==> src/rtl/conbox_cfg_pkg.sv <==
// conbox_cfg_pkg
//   Shared types and helpers for the conbox configuration loader.
//   - cfg_state_e     : loader FSM state encoding
//   - tie_low_pattern : reset value for a vector of select fields where
//                       every field selects "WIDTH", i.e. no track driven
// Optional feature macro used by the loader: CONBOX_CFG_PARITY_EN
package conbox_cfg_pkg;

  typedef enum logic [1:0] {
    ST_IDLE   = 2'd0,
    ST_SHIFT  = 2'd1,
    ST_PARITY = 2'd2,
    ST_COMMIT = 2'd3
  } cfg_state_e;

  // Upper bound on the configuration word the helper can build.
  localparam int MAX_CFG_W = 512;

  // Each field is clog2(width+2) bits wide and holds the value width.
  function automatic logic [MAX_CFG_W-1:0] tie_low_pattern(input int width, input int fields);
    int                   sel_bits;
    logic [MAX_CFG_W-1:0] pat;
    logic [MAX_CFG_W-1:0] fld;
    sel_bits = $clog2(width + 2);
    pat      = {MAX_CFG_W{1'b0}};
    fld      = MAX_CFG_W'(width);
    for (int f = 0; f < fields; f++) begin
      pat = pat | (fld << (f * sel_bits));
    end
    return pat;
  endfunction

endpackage

==> src/rtl/conbox_cfg_loader.sv <==
// conbox_cfg_loader
//   Serial configuration loader for a connection box. Bits are shifted into
//   a shadow register (bit k of the stream lands in shadow[k]) and committed
//   atomically to the side A / side B select outputs, so the connection box
//   never sees a half-written configuration.
//
// Ports
//   clk          : single clock, rising edge
//   rst          : synchronous active-high reset, highest priority
//   cfg_start    : one-cycle load request (only honoured in IDLE)
//   cfg_abort    : cancel a load in SHIFT / PARITY
//   cfg_bit      : serial data bit
//   cfg_valid    : cfg_bit is valid
//   cfg_ready    : loader accepts cfg_bit this cycle
//   config_dataA : committed select fields, side A (shadow[CFG_W-1:0])
//   config_dataB : committed select fields, side B (shadow[N-1:CFG_W])
//   cfg_busy     : loader is not IDLE
//   cfg_done     : one-cycle pulse after a commit
//   cfg_err      : sticky parity error (cleared by cfg_start or rst)
//   config_valid : at least one commit since reset
//
// Optional feature: define CONBOX_CFG_PARITY_EN to require a trailing even
// parity bit (XOR of all data bits) before commit. Without it cfg_err is 0.
module conbox_cfg_loader
  import conbox_cfg_pkg::*;
#(
  parameter int WIDTH      = 8,
  parameter int LE_INPUTS  = 4,
  parameter int LE_OUTPUTS = 1
) (
  input  logic clk,
  input  logic rst,
  input  logic cfg_start,
  input  logic cfg_abort,
  input  logic cfg_bit,
  input  logic cfg_valid,
  output logic cfg_ready,
  output logic [$clog2(WIDTH+2)*(LE_INPUTS+LE_OUTPUTS)-1:0] config_dataA,
  output logic [$clog2(WIDTH+2)*(LE_INPUTS+LE_OUTPUTS)-1:0] config_dataB,
  output logic cfg_busy,
  output logic cfg_done,
  output logic cfg_err,
  output logic config_valid
);

  localparam int SEL_BITS = $clog2(WIDTH + 2);
  localparam int CFG_W    = SEL_BITS * (LE_INPUTS + LE_OUTPUTS);
  localparam int N        = 2 * CFG_W;
  localparam int CNT_W    = $clog2(N + 1);

  localparam logic [CFG_W-1:0] RST_PAT =
    CFG_W'(tie_low_pattern(WIDTH, LE_INPUTS + LE_OUTPUTS));

  cfg_state_e         state_q, state_d;
  logic [CNT_W-1:0]   cnt_q, cnt_d;
  logic [N-1:0]       shadow_q, shadow_d;
  logic [CFG_W-1:0]   data_a_q, data_b_q;
  logic               ready_q, busy_q, done_q, valid_q, err_q;
  logic               accept_s;
  logic               commit_s;
`ifdef CONBOX_CFG_PARITY_EN
  logic               err_set_s;
  logic               err_clr_s;
`endif

  // ready_q mirrors "state is SHIFT or PARITY", so this is the handshake.
  assign accept_s = cfg_valid && ready_q;

  // Next-state, shadow-write and commit decode.
  always_comb begin
    state_d   = state_q;
    cnt_d     = cnt_q;
    shadow_d  = shadow_q;
    commit_s  = 1'b0;
`ifdef CONBOX_CFG_PARITY_EN
    err_set_s = 1'b0;
    err_clr_s = 1'b0;
`endif
    case (state_q)
      ST_IDLE: begin
        if (cfg_start) begin
          state_d   = ST_SHIFT;
          cnt_d     = {CNT_W{1'b0}};
`ifdef CONBOX_CFG_PARITY_EN
          err_clr_s = 1'b1;
`endif
        end else begin
          state_d = ST_IDLE;
        end
      end
      ST_SHIFT: begin
        // Abort wins over a bit arriving on the same edge.
        if (cfg_abort) begin
          state_d = ST_IDLE;
        end else if (accept_s && (cnt_q < CNT_W'(N))) begin
          shadow_d[cnt_q] = cfg_bit;
          cnt_d           = cnt_q + CNT_W'(1);
          if (cnt_q == CNT_W'(N - 1)) begin
`ifdef CONBOX_CFG_PARITY_EN
            state_d = ST_PARITY;
`else
            state_d = ST_COMMIT;
`endif
          end else begin
            state_d = ST_SHIFT;
          end
        end else begin
          state_d = ST_SHIFT;
        end
      end
`ifdef CONBOX_CFG_PARITY_EN
      ST_PARITY: begin
        if (cfg_abort) begin
          state_d = ST_IDLE;
        end else if (accept_s) begin
          if (cfg_bit == (^shadow_q)) begin
            state_d = ST_COMMIT;
          end else begin
            state_d   = ST_IDLE;
            err_set_s = 1'b1;
          end
        end else begin
          state_d = ST_PARITY;
        end
      end
`endif
      ST_COMMIT: begin
        state_d  = ST_IDLE;
        commit_s = 1'b1;
      end
      default: begin
        state_d = ST_IDLE;
      end
    endcase
  end

  // State, shadow and registered status/output update.
  always_ff @(posedge clk) begin
    if (rst) begin
      state_q  <= ST_IDLE;
      cnt_q    <= {CNT_W{1'b0}};
      shadow_q <= {N{1'b0}};
      data_a_q <= RST_PAT;
      data_b_q <= RST_PAT;
      ready_q  <= 1'b0;
      busy_q   <= 1'b0;
      done_q   <= 1'b0;
      valid_q  <= 1'b0;
      err_q    <= 1'b0;
    end else begin
      state_q  <= state_d;
      cnt_q    <= cnt_d;
      shadow_q <= shadow_d;
      ready_q  <= (state_d == ST_SHIFT) || (state_d == ST_PARITY);
      busy_q   <= (state_d != ST_IDLE);
      done_q   <= commit_s;
      if (commit_s) begin
        data_a_q <= shadow_q[CFG_W-1:0];
        data_b_q <= shadow_q[N-1:CFG_W];
        valid_q  <= 1'b1;
      end else begin
        data_a_q <= data_a_q;
        data_b_q <= data_b_q;
        valid_q  <= valid_q;
      end
`ifdef CONBOX_CFG_PARITY_EN
      if (err_clr_s) begin
        err_q <= 1'b0;
      end else if (err_set_s) begin
        err_q <= 1'b1;
      end else begin
        err_q <= err_q;
      end
`else
      err_q <= 1'b0;
`endif
    end
  end

  assign cfg_ready    = ready_q;
  assign cfg_busy     = busy_q;
  assign cfg_done     = done_q;
  assign cfg_err      = err_q;
  assign config_valid = valid_q;
  assign config_dataA = data_a_q;
  assign config_dataB = data_b_q;

endmodule

==> config.mk <==
export PLATFORM = sky130hd
export DESIGN_NAME = conbox_cfg_loader
export DESIGN_NICKNAME = d
export VERILOG_FILES = /design/src/rtl/conbox_cfg_pkg.sv /design/src/rtl/conbox_cfg_loader.sv
export SDC_FILE = /design/constraint.sdc
export NUM_CORES = 1
export LEC_CHECK = 0
export ABC_CLOCK_PERIOD_IN_PS = 3300
export CAP_MARGIN = 20
export CORE_AREA = 5 5 115 117
export DETAILED_ROUTE_END_ITERATION = 16
export DIE_AREA = 0 0 120 122
export SLEW_MARGIN = 5
export SYNTH_ARGS = -nofsm -noshare
export SYNTH_HDL_FRONTEND = slang
export SYNTH_SLANG_ARGS = --single-unit
==> constraint.sdc <==
create_clock -name clk -period 3.3 [get_ports clk]
set_clock_uncertainty 0.2 [all_clocks]
set_input_delay 0.66 -clock clk [delete_from_list [all_inputs] [get_ports clk]]
set_output_delay 0.66 -clock clk [all_outputs]
set_load 0.005 [all_outputs]
==> results of run 1 <==
==> kinds of logic (layout without fill, tap and decap cells) <==
family | count (synthesis) | after routing | synth area share, %
buffers and inverters | 40 | 74 | 4.97
DFF | 92 | 92 | 47.8
AOI/OAI and AO/OA | 33 | 33 | 4.48
other | 1 | 1 | 0.0973
adders and majority gates | 2 | 2 | 0.649
muxes | 45 | 45 | 11.8
and+or+nand+nor | 216 | 216 | 30.2
==> sequential cells by signal, indices dropped and copies added (netlist names) <==
name and flops:
cfg_busy 1, cfg_done 1, cfg_ready 1, cnt_q 6, config_dataA 20, config_dataB 20
config_valid 1, shadow_q 40, state_q 2
==> final timing paths <==
kind | end | slack, ns | cells after the start
setup reg to reg | shadow_q[28] | 1.35 | 3
hold / removal | config_dataA[6] | 0.25 | 2
setup / recovery | cfg_ready | 1.02 | 5
hold reg to reg | config_dataA[6] | 0.25 | 2
==> cell usage in the layout (no fill, tap or decap), types with 2 or more instances in the layout <==
| cell type | instances |
|---|---|
| clkbuf_1 | 2 |
| clkbuf_8 | 2 |
| and2_1 | 2 |
| mux2i_1 | 44 |
| dfxtp_1 | 92 |
| a21oi_1 | 30 |
| and4b_1 | 3 |
| nand4_1 | 3 |
| buf_4 | 9 |
| or3b_2 | 3 |
| nor2_1 | 9 |
| clkdlybuf4s50_1 | 48 |
| nand2_1 | 81 |
| nand3_1 | 42 |
| nor4bb_1 | 2 |
| clkbuf_16 | 9 |
| nor3b_1 | 3 |
| clkinvlp_4 | 2 |
| ha_1 | 2 |
| and3b_1 | 4 |
| nand2b_1 | 42 |
| nand3b_1 | 14 |
==> through the flow <==
stage               area, µm²  total power, mW
finish                   4720             2.24
global route             4720             2.32
CTS                      4720             2.27
detailed placement       4420             1.22
global placement         4420             1.22
floorplan                3850             1.20
==> cell type report <==
type	count	share of cell area (%)
tap	150	3.97
sequential	92	39.0
clock buffer	13	5.51
multi-input combinational	297	38.9
timing repair buffer	58	11.7
clock inverter	3	0.953
==> power by group through the flow <==
stage | sequential, mW | clock, mW | combinational (mW)
CTS | 1.12 | 1.08 | 0.0761
floorplan | 1.14 | 0 | 0.0566
finish | 1.12 | 1.05 | 0.0751
detailed placement | 1.14 | 0 | 0.0756
global placement | 1.14 | 0 | 0.0752
global route | 1.12 | 1.12 | 0.0820
==> Yosys cell counts <==
cell type  count  share of area, %
buf_2         10               1.3
nand2_1       81               7.9
ha_1           2              0.65
conb_1         1             0.097
mux2i_1       44                11
nand2b_1      42               6.8
and3_1         1              0.16
nor3_1         1              0.13
a211o_1        1              0.23
nor4b_4        1              0.62
nand3_1       42               5.5
nand3b_1      14               2.7
or4bb_1        1              0.29
or3b_1         1              0.23
or3b_2         3              0.68
o21ai_0        1              0.13
and4b_1        3              0.78
nor2_1         9              0.88
clkbuf_2       2              0.26
nor3b_1        3              0.58
buf_6          3              0.88
a41oi_1        1              0.23
and4bb_2       1              0.32
nand4_1        3              0.49
dfxtp_1       92                48
and2_1         2              0.32
buf_4          1              0.19
mux2_4         1              0.39
nor4bb_1       3              0.78
nor2b_1        1              0.16
clkbuf_1      23               2.2
buf_1          1             0.097
a21oi_1       30               3.9
and3b_1        4              0.91
==> worst max-delay path, delay by kind of cell <==
family	cells	cell delay, ns
buffers and inverters	1	0.49
adder cells (fa/ha/maj)	1	0.30
AND/OR/NAND/NOR	3	0.85
==> layer usage <==
| metal | GRT usage, % | up-vias | share of wire (%) |
|---|---|---|---|
| met1 | 16.3 | 1342 | 49 |
| li1 | - | 1497 | - |
| met4 | 4.51 | 0 | 0.96 |
| met3 | 3.11 | 6 | 4.2 |
| met2 | 18.5 | 53 | 46 |
| met5 | 0 | - | 0 |
==> reports/summary.txt, run 1 <==
Status - complete, no violations
Slew headroom - 39.0%
Design internal power - 1.78 mW
RR Startpoint - cnt_q[2]
Combinational share of power - 3.4%
Setup bufs post-CTS - 0
Synth-to-Final Area Change - 22.6%
IO buf count - 49
Remaining DRCs - 0
Post-CTS sizing - 0
Synth Warn # - 0
Routability cong. - 0.796
Slew @ Worst Pin - 0.908 ns
CP Launch Type - input port
Netlist cell types - 34
Part of the power in registers - 49.9%
Hold Crit Start - shadow_q[6]
RSZ-0062 raised after global routing - false
Avg WL per Cell - 13.9 µm
Setup crit end kind - flip-flop
First-pass GRT wire length - 14,200 µm
Setup ws final - 1.02 ns
Switching part of the total - 20.7%
TritonRoute pass-1 iters - 4
Switching power total - 464 µW
Vias - 2,898
Tcrit/Tclk final - 69.0%
Area occupied by multi-input gates - 1840 µm²
Total track usage - 12.0%
Layout cells sized above 1 - 6.70%
Largest net degree at the start of global routing - 44
Clk buf depth - 2
Syn_nets - 437
Io pins - 51
Hold Path Class - reg2reg
Final HPWL DP - 5580 µm
Die W - 120 µm
CP Class - in2reg
Crit path max-delay cell type - and4b_1
CP Cell Sequence - clkdlybuf4s50_1 > and4b_1 > nand4_1 > ha_1 > nor2b_1
Filler cells - 1,223
Synth Area per Inst - 8.99 µm²
Syn Std Cell Area - 3850 µm²
Initial antenna violation count - 0
Fin crit period - 2.28 ns
Die height - 122 µm
Pre-CTS setup slack - 0.675 ns
Worst Path Required - 3.33 ns
Crit path DAT - 2.30 ns
Max Freq - 0.439 GHz
Total clock sinks - 92
Reg area - 1840 µm²
Cts hold-fix bufs - 0
Antenna-violating nets left - 0
Clock power frac - 46.7%
Fin. max-slew vios - 0
Antenna diode count - 0
Grt ovf - 0
Final hold slack - 0.254 ns
Fin Setup TNS - 0 ns
Leakage - 1.91 nW
Die Area - 14,600 µm²
CTS clk-pin slew, worst paths - 0.07 ns
Drt total wl - 8540 µm
CP Max Fanout - 9
Starting Density - 31.4%
Cell count after synthesis - 429
Row count - 41
TritonCTS clock tree - yes
Vias per inst - 4.73
Vias in the first global route - 2,868
Post-synthesis sequential area ratio - 47.8%
PwrDens - 474 nW/µm²
DRT iter0 DRCs - 184
Synthesized flop and latch total - 92
Crit path launch - cfg_abort
Clk_lat worst skew - 0.34 ns
CTS Root Cell - clkbuf_16
Peak supply drop - 0.000296 V
Core Region - 12,300 µm²
CTS H-tree depth - 3
NumNets Final - 466
Fin cells - 613
CP max stage delay - 0.54 ns
Total clock buffers created by CTS - 9
Final hold viol count - 0
Placed cells - 597
Setup violators final - 0
Final core utilization - 38.5%
Max-Cap Viols - 0
No activity file was read; power rests on OpenSTA's default activity.
==> inputs of run 2 (changes only) <==
--- a/config.mk
+++ b/config.mk
@@ -5,7 +5,7 @@
 export SDC_FILE = /design/constraint.sdc
 export NUM_CORES = 1
 export LEC_CHECK = 0
-export ABC_CLOCK_PERIOD_IN_PS = 3300
+export ABC_CLOCK_PERIOD_IN_PS = 1900
 export CAP_MARGIN = 20
 export CORE_AREA = 5 5 115 117
 export DETAILED_ROUTE_END_ITERATION = 16
==> constraint.sdc (replaced) <==
create_clock -name clk -period 1.9 [get_ports clk]
set_clock_uncertainty 0.2 [all_clocks]
set_input_delay 0.38 -clock clk [delete_from_list [all_inputs] [get_ports clk]]
set_output_delay 0.38 -clock clk [all_outputs]
set_load 0.005 [all_outputs]
==> run 2 against run 1 <==
- critical endpoint is now cfg_ready
- flip-flop and latch count unchanged
- combinational power up 94%
- design area is 2.5% higher
- utilization increased by 0.95 points
- first-iteration DRC count down 16%
- via count grew 3.1%
- final cell count up 2.3%
- sequential power increased by 73%
- largest power group unchanged
- wire length increased by 3.0%
- register-to-register slack got worse by 1.2 ns
==> reports/summary.txt, run 2 (synthesized netlist as in run 1, its figures left out) <==
Combinational share of power - 3.8% (+0.4 points)
CTS Root Cell - clkbuf_16
Reg area - 1850 µm² (+0.20%)
Setup crit end kind - primary output
Vias - 2,989 (+3.1%)
Setup ws final - 0.0693 ns (-0.954 ns)
Final HPWL DP - 5870 µm (+5.3%)
PwrDens - 783 nW/µm² (+65%)
RSZ-0062 raised after global routing - false
CP Buf/Inv Count - 1 (unchanged)
Initial antenna violation count - 0 (unchanged)
Filler cells - 1,235 (+0.98%)
Final hold slack - 0.217 ns (-0.0364 ns)
Antenna diode count - 0 (unchanged)
Die Area - 14,600 µm² (unchanged)
Total clock sinks - 92 (unchanged)
Area occupied by multi-input gates - 1840 µm² (unchanged)
Final Cell Area - 4840 µm² (+2.5%)
Grt ovf - 0 (unchanged)
Cts hold-fix bufs - 0 (unchanged)
Remaining DRCs - 0 (unchanged)
Switching part of the total - 21.8% (+1.1 points)
Leakage - 1.99 nW (+4.1%)
Avg WL per Cell - 14.0 µm (+0.69%)
Vias per inst - 4.77 (+0.84%)
Layout cells sized above 1 - 10.1% (+3.4 points)
Clk buf depth - 2 (unchanged)
Switching power total - 826 µW (+78%)
Largest net degree at the start of global routing - 44 (unchanged)
Core Region - 12,300 µm² (unchanged)
Setup violators final - 0 (unchanged)
Io pins - 51 (unchanged)
Die W - 120 µm (unchanged)
Total clock buffers created by CTS - 9 (unchanged)
Drt total wl - 8790 µm (+3.0%)
Commonest non-fill, non-tap cell in the layout - dfxtp_1
Row count - 41 (unchanged)
Peak supply drop - 0.000444 V (+50%)
IO buf count - 49 (unchanged)
Final hold viol count - 0 (unchanged)
CP Class - reg2out
Max-Cap Viols - 0 (unchanged)
Setup bufs post-CTS - 0 (unchanged)
Max reg flops - 40 (unchanged)
Routability cong. - 0.758 (-4.8%)
CP Cell Sequence - clkdlybuf4s50_1
Total track usage - 12.6% (+0.56 points)
Fin crit period - 1.83 ns
Area post-placement - 4550 µm² (+2.9%)
Fin. max-slew vios - 0 (unchanged)
CP Launch Type - flip-flop
TritonCTS clock tree - yes
Design internal power - 2.96 mW (+67%)
CTS H-tree depth - 3 (unchanged)
Max Freq - 0.546 GHz
Clock power frac - 44.9% (-1.8 points)
CP Max Fanout - 8 (-1)
TritonRoute pass-1 iters - 4 (unchanged)
CP max stage delay - 0.52 ns (-0.02 ns)
Antenna-violating nets left - 0 (unchanged)
Crit path max-delay cell type - clkdlybuf4s50_1
Worst Path Required - 1.32 ns (-2.01 ns)
Vias in the first global route - 3,025 (+5.5%)
Top reg by flops - shadow_q
Commonest non-fill, non-tap cells in the layout - dfxtp_1 (91), nand2_1 (81), clkdlybuf4s50_1 (48)
CTS clk-pin slew, worst paths - 0.06 ns (about the same)
Starting Density - 31.4% (unchanged)
Crit path DAT - 1.25 ns (-1.05 ns)
NumNets Final - 480 (+3.0%)
Pre-CTS setup slack - -0.198 ns (-0.872 ns)
CP top delay family - buffers and inverters
Tcrit/Tclk final - 96.4%
Synth-to-Final Area Change - 25.6%
Status - complete, no violations
Clk_lat worst skew - 0.34 ns (about the same)
Die height - 122 µm (unchanged)
Hold Path Class - in2reg
Part of the power in registers - 51.3% (+1.4 points)
DRT iter0 DRCs - 155 (-16%)
First-pass GRT wire length - 14,900 µm (+4.9%)
-- run 2: worst register-to-register path, delay by kind of cell, from the launching register on --
family	cells	cell delay [ns]
buffers and inverters	1	0.15
multiplexers	1	0.16
flip-flops	1	0.55
AND/OR/NAND/NOR	2	0.64
-- run 2: cell type report --
type	count	area share, %
clock buffers	11	5.22
clock inverters	5	0.724
multi-input cells	297	37.9
flip-flops and latches	92	38.1
well taps	150	3.88
repair buffers	72	14.1
-- run 2: path summary, 6_finish.rpt --
kind / to / depth (start not counted) / startpoint / slack [ns]
max reg2reg: cnt_q[4] / 4 / state_q[1] / 0.12
min reg2reg: config_dataB[12] / 2 / config_dataB[12] / 0.25
min: cfg_busy / 2 / rst / 0.22
max: cfg_ready / 1 / cfg_ready / 0.07
-- run 2: layer usage --
| layer | GRT usage [%] | up-vias | share of wire, % |
|---|---|---|---|
| met4 | 4.37 | 0 | 0.59 |
| li1 | - | 1521 | - |
| met3 | 3.34 | 6 | 3.5 |
| met5 | 0 | - | 0 |
| met1 | 16.4 | 1408 | 49 |
| met2 | 20.2 | 54 | 47 |
-- run 2: power by group through the flow --
stage / clock [mW] / sequential, mW / combinational (mW)
final: 1.70 / 1.94 / 0.146
after CTS: 1.76 / 1.94 / 0.147
after global placement: 0 / 1.99 / 0.145
after detailed placement: 0 / 1.99 / 0.146
after global routing: 1.85 / 1.94 / 0.157
after floorplan: 0 / 1.98 / 0.0983
-- run 2: per-stage QoR --
stage / setup TNS, ns / total power, mW / util (%) / std cells
global route: 0 / 3.95 / 39.5 / 627
global placement: -4.72 / 2.13 / 37.1 / 611
floorplan: 0 / 2.08 / - / 429
CTS: 0 / 3.85 / 39.5 / 627
finish: 0 / 3.79 / 39.5 / 627
detailed placement: -5.62 / 2.13 / 37.1 / 611
-- run 2: repair_timing --
item | CTS | global route
gates resized for setup | 1 | 1
endpoints found under the setup margin | 1 | 1
cloned | 0 | 0
